--- src/rtl/fifo_rr_arbiter_pkg.sv ---
// Shared definitions for the VC-to-destination FIFO round-robin arbiter.
// Holds the FSM state encoding and the default datapath dimensions.
package fifo_rr_arbiter_pkg;

  localparam int unsigned DATA_W   = 12;
  localparam int unsigned UMBRAL_W = 8;
  localparam int unsigned NUM_VC   = 4;
  localparam int unsigned VC_ID_W  = 2;

  typedef enum logic [2:0] {
    StReset  = 3'd0,
    StInit   = 3'd1,
    StIdle   = 3'd2,
    StActive = 3'd3,
    StError  = 3'd4
  } state_e;

endpackage

--- src/rtl/fifo_rr_arbiter_rr_priority_sel.sv ---
// Combinational rotating-priority selector: grants the first requester found
// scanning upward from ptr, wrapping modulo NUM_VC.
module rr_priority_sel
  import fifo_rr_arbiter_pkg::*;
(
  input  logic [NUM_VC-1:0]  req,
  input  logic [VC_ID_W-1:0] ptr,
  output logic [NUM_VC-1:0]  gnt_onehot,
  output logic [VC_ID_W-1:0] gnt_id,
  output logic               any
);

  always_comb begin
    logic [VC_ID_W-1:0] idx;
    logic               found;
    gnt_onehot = '0;
    gnt_id     = '0;
    found      = 1'b0;
    idx        = '0;
    for (int unsigned i = 0; i < NUM_VC; i++) begin
      idx = ptr + VC_ID_W'(i);
      if (!found && req[idx]) begin
        found           = 1'b1;
        gnt_id          = idx;
        gnt_onehot[idx] = 1'b1;
      end
    end
  end

  assign any = |req;

endmodule

--- src/rtl/fifo_rr_arbiter.sv ---
// Link controller and round-robin arbiter draining four VC FIFOs into one
// destination FIFO, with a fixed two-cycle pop-to-push pipeline.
module fifo_rr_arbiter #(
  parameter int unsigned DATA_W   = fifo_rr_arbiter_pkg::DATA_W,
  parameter int unsigned UMBRAL_W = fifo_rr_arbiter_pkg::UMBRAL_W,
  parameter int unsigned NUM_VC   = fifo_rr_arbiter_pkg::NUM_VC
) (
  input  logic                     clk,
  input  logic                     reset,
  input  logic                     init,
  input  logic [UMBRAL_W-1:0]      umbral_bajo_in,
  input  logic [UMBRAL_W-1:0]      umbral_alto_in,
  input  logic [NUM_VC-1:0]        fifo_empty,
  input  logic [NUM_VC-1:0]        fifo_error,
  input  logic [NUM_VC*DATA_W-1:0] fifo_data,
  input  logic                     dest_almost_full,
  input  logic                     dest_full,
  output logic [NUM_VC-1:0]        pop,
  output logic                     push,
  output logic [DATA_W-1:0]        data_out,
  output logic [UMBRAL_W-1:0]      umbral_bajo,
  output logic [UMBRAL_W-1:0]      umbral_alto,
  output logic [2:0]               state,
  output logic                     idle,
  output logic                     error
);
  import fifo_rr_arbiter_pkg::*;

  state_e              state_q, state_d;
  logic [1:0]          rr_ptr_q, grant_q, gnt_id;
  logic [NUM_VC-1:0]   req, gnt_onehot;
  logic                any_req, pop_en;
  logic                pop_q, push_q, idle_q, error_q;
  logic [DATA_W-1:0]   data_q, data_sel;
  logic [UMBRAL_W-1:0] bajo_q, alto_q;

  assign req = ~fifo_empty;

  rr_priority_sel u_sel (
    .req        (req),
    .ptr        (rr_ptr_q),
    .gnt_onehot (gnt_onehot),
    .gnt_id     (gnt_id),
    .any        (any_req)
  );

  assign pop_en   = (state_q == StActive) && !dest_almost_full && any_req;
  assign pop      = pop_en ? gnt_onehot : '0;
  assign data_sel = fifo_data[grant_q*DATA_W +: DATA_W];

  always_comb begin
    state_d = state_q;
    case (state_q)
      StReset:  state_d = StInit;
      StInit:   if (!init) state_d = StIdle;
      StIdle: begin
        if (init)                               state_d = StInit;
        else if (any_req && !dest_almost_full)  state_d = StActive;
      end
      StActive: if (!any_req) state_d = StIdle;
      StError:  state_d = StError;
      default:  state_d = StError;
    endcase
    // Error is sticky and overrides every other transition once out of reset.
    if (state_q != StReset && ((|fifo_error) || (push_q && dest_full))) begin
      state_d = StError;
    end
  end

  always_ff @(posedge clk) begin
    if (!reset) begin
      state_q  <= StReset;
      rr_ptr_q <= '0;
      grant_q  <= '0;
      pop_q    <= 1'b0;
      push_q   <= 1'b0;
      data_q   <= '0;
      bajo_q   <= '0;
      alto_q   <= '0;
      idle_q   <= 1'b0;
      error_q  <= 1'b0;
    end else begin
      state_q <= state_d;
      idle_q  <= (state_d == StIdle);
      error_q <= (state_d == StError);
      if (state_q == StInit) begin
        bajo_q <= umbral_bajo_in;
        alto_q <= umbral_alto_in;
      end
      if (pop_en) begin
        rr_ptr_q <= gnt_id + 2'd1;
        grant_q  <= gnt_id;
      end
      // Source data lands one cycle after pop; entering error drops in-flight words.
      if (state_d == StError) begin
        pop_q  <= 1'b0;
        push_q <= 1'b0;
      end else begin
        pop_q  <= pop_en;
        push_q <= pop_q;
        if (pop_q) data_q <= data_sel;
      end
    end
  end

  assign push        = push_q;
  assign data_out    = data_q;
  assign umbral_bajo = bajo_q;
  assign umbral_alto = alto_q;
  assign state       = state_q;
  assign idle        = idle_q;
  assign error       = error_q;

endmodule

--- config.mk ---
export PLATFORM = sky130hd
export DESIGN_NAME = fifo_rr_arbiter
export DESIGN_NICKNAME = d
export VERILOG_FILES = /design/src/rtl/fifo_rr_arbiter_pkg.sv /design/src/rtl/fifo_rr_arbiter_rr_priority_sel.sv /design/src/rtl/fifo_rr_arbiter.sv
export SDC_FILE = /design/constraint.sdc
export NUM_CORES = 1
export LEC_CHECK = 0
export BUFFER_PORTS_ARGS = -buffer_cell sky130_fd_sc_hd__buf_4
export CORE_MARGIN = 1
export CORE_UTILIZATION = 50
export CTS_CLUSTER_DIAMETER = 40
export CTS_CLUSTER_SIZE = 10
export DETAILED_ROUTE_END_ITERATION = 8
export GPL_TIMING_DRIVEN = 0
export HOLD_SLACK_MARGIN = 0.12
export PLACE_DENSITY_LB_ADDON = 0.2
export RECOVER_POWER = 100
export SLEW_MARGIN = 15
export SYNTH_ARGS = -nofsm -noshare
export SYNTH_HDL_FRONTEND = slang
export SYNTH_SLANG_ARGS = --single-unit
--- constraint.sdc ---
create_clock -name clk -period 5.4 [get_ports clk]
set_clock_uncertainty 0.2 [all_clocks]
set_input_delay 1.08 -clock clk [delete_from_list [all_inputs] [get_ports clk]]
set_output_delay 1.08 -clock clk [all_outputs]
set_load 0.05 [all_outputs]
=== Yosys cells after proc, flatten, opt, wreduce, memory -nomap -nowiden ===
Index checks and enable logic that the tools add are counted.

* Add/subtract/negate cells: 4
* Multipliers: 1
* Magnitude comparators: 8
* Eq/ne operators: 5
* Shifts and indexed selects: 1
* Multiplexer cells: 34
* Bitwise operators: 6
* Reductions and logical operators: 23

{| class="wikitable"
|+ Operators with widths
! cell !! count
|-
| $shiftx A48 B7 Y12 || 1
|-
| $mux W4 || 5
|-
| $mux W3 || 5
|-
| $logic_and A1 B1 Y1 || 12
|-
| $lt A2 B3 Y1 const B || 4
|-
| $or A4 B4 Y4 || 3
|-
| $pmux W3 S4 || 1
|-
| $mux W1 || 11
|-
| $eq A3 B2 Y1 const B || 3
|-
| $bmux W1 S2 || 4
|-
| $demux W1 S2 || 4
|-
| $ge A2 B1 Y1 const B || 4
|-
| $mux W2 || 4
|-
| $reduce_or A4 Y1 || 2
|-
| $add A2 B1 Y2 const B || 2
|-
| $add A2 B2 Y2 const B || 2
|-
| $logic_not A1 Y1 || 4
|-
| $mul A2 B2 Y4 const B || 1
|-
| $not A4 Y4 || 1
|-
| $eq A3 B1 Y1 const B || 1
|-
| $eq A3 B3 Y1 const B || 1
|-
| $logic_not A3 Y1 || 1
|-
| $reduce_bool A3 Y1 || 1
|-
| $not A1 Y1 || 2
|-
| other kinds (3) || 3
|}

* Flip-flop bits (word level): 39
* Output and inout port bits: 38

=== Depth between registers and ports, before layout ===
* Word-level depth: 14
* Gate-level depth with buffers: 10
* Depth with buffers taken out: 7

=== Cells and area by module ===
From an unflattened synthesis, not the netlist that was laid out.

* Cells, all modules: 224
* Area, all modules: 2,207.1 µm²

{| class="wikitable"
|+ Modules (own cells, without submodules)
! module !! instances !! cells an instance !! area an instance (µm²) !! sequential area each (µm²)
|-
| fifo_rr_arbiter || 1 || 177 || 1,780.5 || 780.7
|-
| rr_priority_sel || 1 || 47 || 426.7 || 0.0
|}

=== Least setup slack after synthesis ===
No wires, ideal clock.

* Kind: register to output
* Start: register rr_ptr_q[0]
* End: output pop[0]
* Data arrival time: 2,851 ps
* Required time: 4,120 ps
* Slack: 1,269 ps
* Cell stages (with the launch flop): 11
* Cells stage by stage: dfxtp_1 > buf_6 > buf_2 > inv_1 > ha_1 > buf_6 > mux4_2 > nand2_1 > a211oi_2 > a22oi_1 > a21oi_1

* Word-level cells in the longest chain between the ends: 13

{| class="wikitable"
|+ RTL lines
! item !! RTL line !! RTL
|-
| start: declaration || fifo_rr_arbiter.sv:30 || <nowiki>logic [1:0] rr_ptr_q, grant_q, gnt_id;</nowiki>
|-
| start signal: assignment || fifo_rr_arbiter.sv:91 || <nowiki>rr_ptr_q <= gnt_id + 2'd1;</nowiki>
|-
| branches (longest 11 deep; another with $lt A2 B3 Y1) || - ||
|-
| $mux W4 (*) || fifo_rr_arbiter_rr_priority_sel.sv:22 || <nowiki>if (!found && req[idx]) begin</nowiki>
|-
| $mux W4 (*) || fifo_rr_arbiter.sv:48 || <nowiki>assign pop = pop_en ? gnt_onehot : '0;</nowiki>
|-
| end: declaration || fifo_rr_arbiter.sv:18 || <nowiki>output logic [NUM_VC-1:0] pop,</nowiki>
|}

Every way passes the cells marked *. The select of a mux whose other input is x is not followed.

=== Worst setup path after layout ===
* Start: register rr_ptr_q[0]
* End: output pop[1]

The elaborated chain is that of the path after synthesis.

==> summary.md <==
| Metric | Value |
|---|---|
| Tcrit/Tclk final | `85.0%` |
| Initial antenna violation count | `0` |
| Largest net degree at the start of global routing | `13` |
| Post-CTS Setup Bufs | `0` |
| I/O pin count | `115` |
| Sequential element share of the synthesized area | `33.6%` |
| Post-synth top cells | `nand2_1, dfxtp_1, a21boi_0` |
| EDFF count, synth | `0` |
| Post_cts resized | `0` |
| # fillers | `364` |
| Tot GR Track Use | `25.3%` |
| Share of the synthesized area in the top cell type | `33.6%` |
| Worst reg2reg path endpoint | `rr_ptr_q[1]` |
| Cell Area, Synth | `2320 µm²` |
| Die height | `70.2 µm` |
| Via count | `2257` |
| Crit path from | `rr_ptr_q[0]` |
| Dpl cells | `403` |
| Most frequent cell after synthesis | `nand2_1` |
| Leak pwr | `1.24 nW` |
| CP arrival | `3.31 ns` |
| Area Growth Syn to Fin | `38.1%` |
| CTS Buf Count | `5` |
| Hold Slack | `0.263 ns` |
| Critical path type | `reg -> out` |
| Pwr/cell area | `280 nW/µm²` |
| CTS clk-pin slew, worst paths | `0.08 ns` |
| DR vias/cell | `5.49` |
| Initial core utilization | `52.7%` |
| Routability cong. | `0.767` |
| Worst endpoint required time | `4.12 ns` |
| Max IR drop VDD | `0.262 mV` |
| Slew Viols, Final | `0` |
| Hold Violations, Final | `0` |
| Worst R2R Start | `rr_ptr_q[0]` |
| Crit. End Element | `output port` |
| Slew HR | `54.4%` |
| Final Critical Period | `4.59 ns` |
| Setup TNS | `0 ns` |
| Status | `complete, no violations` |
| Drt first pass iters | `4` |
| # DRC | `0` |
| Final ANT Viol Nets | `0` |
| Clock Sinks | `39` |
| Ys flop type | `dfxtp_1` |
| Synth top area cells | `dfxtp_1, mux4_2, nand2_1` |
| First-pass GRT wire length | `9780 µm` |
| Final setup viols | `0` |
| Syn_nets | `323` |
| Die ar. | `4930 µm²` |
| # diodes | `0` |
| Routed WL | `6020 µm` |
| Layout cells sized above 1 | `31.8%` |
| Slew of the pin with the lowest slew margin | `0.684 ns` |
| Initial drt markers | `134` |
| Post-layout util | `72.7%` |
| DP Worst Slack | `1.38 ns` |
| DPL Wire Length | `4620 µm` |
| Seq cells post-synth | `39` |
| Critical Path Source Type | `flop` |
| CTS tree | `yes` |
| H-tree levels | `2` |
| Reg2reg path depth | `9` |
| Final Non-Filler Cells | `411` |
| Row count | `24` |
| Clk Latency, worst-skew pair | `0.29 ns` |
| Unrepaired setup endpoints after global routing | `false` |
| Port-buffer cells | `113` |
| Synth cell types | `45` |
| CTS root buf | `clkbuf_8` |
| Core area | `4410 µm²` |
| R2R setup slack | `2.15 ns` |
| Final #Nets | `443` |
| Crit path max fanout | `10` |
| Worst Hold Class | `reg -> reg` |
| Ys Warns | `0` |
| Mapped Cells | `238` |
| Largest buffer count on any clock path | `2` |
| Hold-fix buffers at CTS | `0` |
| Grt ovf | `0` |
| Synth area leader | `dfxtp_1` |
| Fmax | `218 MHz` |
| Setup crit end | `pop[1]` |
| Mean post-synth cell area | `9.77 µm²` |
| DR WL/cell | `14.6 µm` |
| Min setup slack post-route | `0.812 ns` |
| FFs w/ async S/R, synth | `0%` |
| Max-cap violations | `0` |
| Vias in the first global route | `2095` |
| Die width | `70.2 µm` |
==> routing by layer <==
layer	wire, µm	vias to the layer above	global-route usage, %	part of all wire (%)
li1	-	1098	-	-
met1	2480	1056	31.7	41
met2	3030	94	42.5	50
met3	428	9	7.22	7.1
met4	75	0	6.89	1.2
met5	0	-	0	0
==> cells by family (layout without fill, tap and decap cells) <==
family          after synthesis  after routing  synth area share [%]
simple gates                 88             88                  19.1
compound gates               50             50                  16.2
flops                        39             39                  33.6
mux                          33             33                  22.0
buf+inv                      20            141                  4.79
fa+ha+maj                     8              8                  4.31
==> worst min-delay path by stage <==
stage,slack (ns),to,from,depth (start not counted)
after floorplan,0.39,rr_ptr_q[1],rr_ptr_q[1],2
after detailed placement,0.26,umbral_alto[3],umbral_alto[3],2
after global placement,0.25,umbral_alto[6],umbral_alto[6],2
final,0.26,umbral_alto[3],umbral_alto[3],2
after CTS,0.27,umbral_bajo[7],umbral_bajo[7],2
after global routing,0.29,umbral_bajo[7],umbral_bajo[7],2
==> metrics by stage <==
stage                     total power [mW]  cell area (µm²)
final                                0.899             3210
after global routing                 0.945             3210
after CTS                            0.932             3360
after detailed placement             0.682             3240
after global placement               0.675             3240
after floorplan                      0.560             2320
==> sequential cells by signal, indices dropped and copies added (netlist names) <==
register	count
data_out	12
umbral_bajo	8
idle	1
umbral_alto	8
state	3
rr_ptr_q	2
push	1
pop_q	1
grant_q	2
error	1
==> report_power, final <==
part,switching [mW],total (mW),internal (mW)
clock,0.102,0.252,0.150
sequential,0.0226,0.342,0.319
combinational,0.206,0.306,0.0991
total,0.331,0.899,0.568
==> critical path: stages (launching register included) <==
cell	delay [ns]
dfxtp_1	0.46
buf_6	0.16
clkbuf_1	0.35
inv_1	0.24
ha_1	0.35
buf_6	0.15
mux4_2	0.37
nand2_1	0.07
a211oi_2	0.34
a22oi_1	0.12
a21oi_1	0.18
buf_4	0.22
==> cell usage in the layout (no fill, tap or decap), types with 2 or more instances in the layout <==
cell,instances
nor2b_1,14
buf_6,3
nand2b_1,2
nand3_1,3
or2_1,4
and2_1,2
mux4_2,14
clkbuf_8,6
a21oi_1,6
mux2i_1,17
a22oi_1,8
buf_4,79
nor3b_1,3
a211o_1,2
o21ai_0,3
a21boi_0,18
o211ai_1,2
nand4_1,2
nand2_1,46
nor2_1,4
or2_2,3
ha_1,8
clkbuf_1,45
dfxtp_1,39
inv_1,4
==> layout make-up <==
cell class,instances,area [µm²],area share (%)
Buffer,16,87.6,2.73
Clock buffer,6,82.6,2.57
Clock inverter,2,35.0,1.09
Inverter,4,15.0,0.468
Multi-Input combinational cell,179,1420,44.3
Sequential cell,39,781,24.3
Tap cell,52,65.1,2.03
Timing Repair Buffer,113,721,22.5
Power figures use the tool's default switching activity.
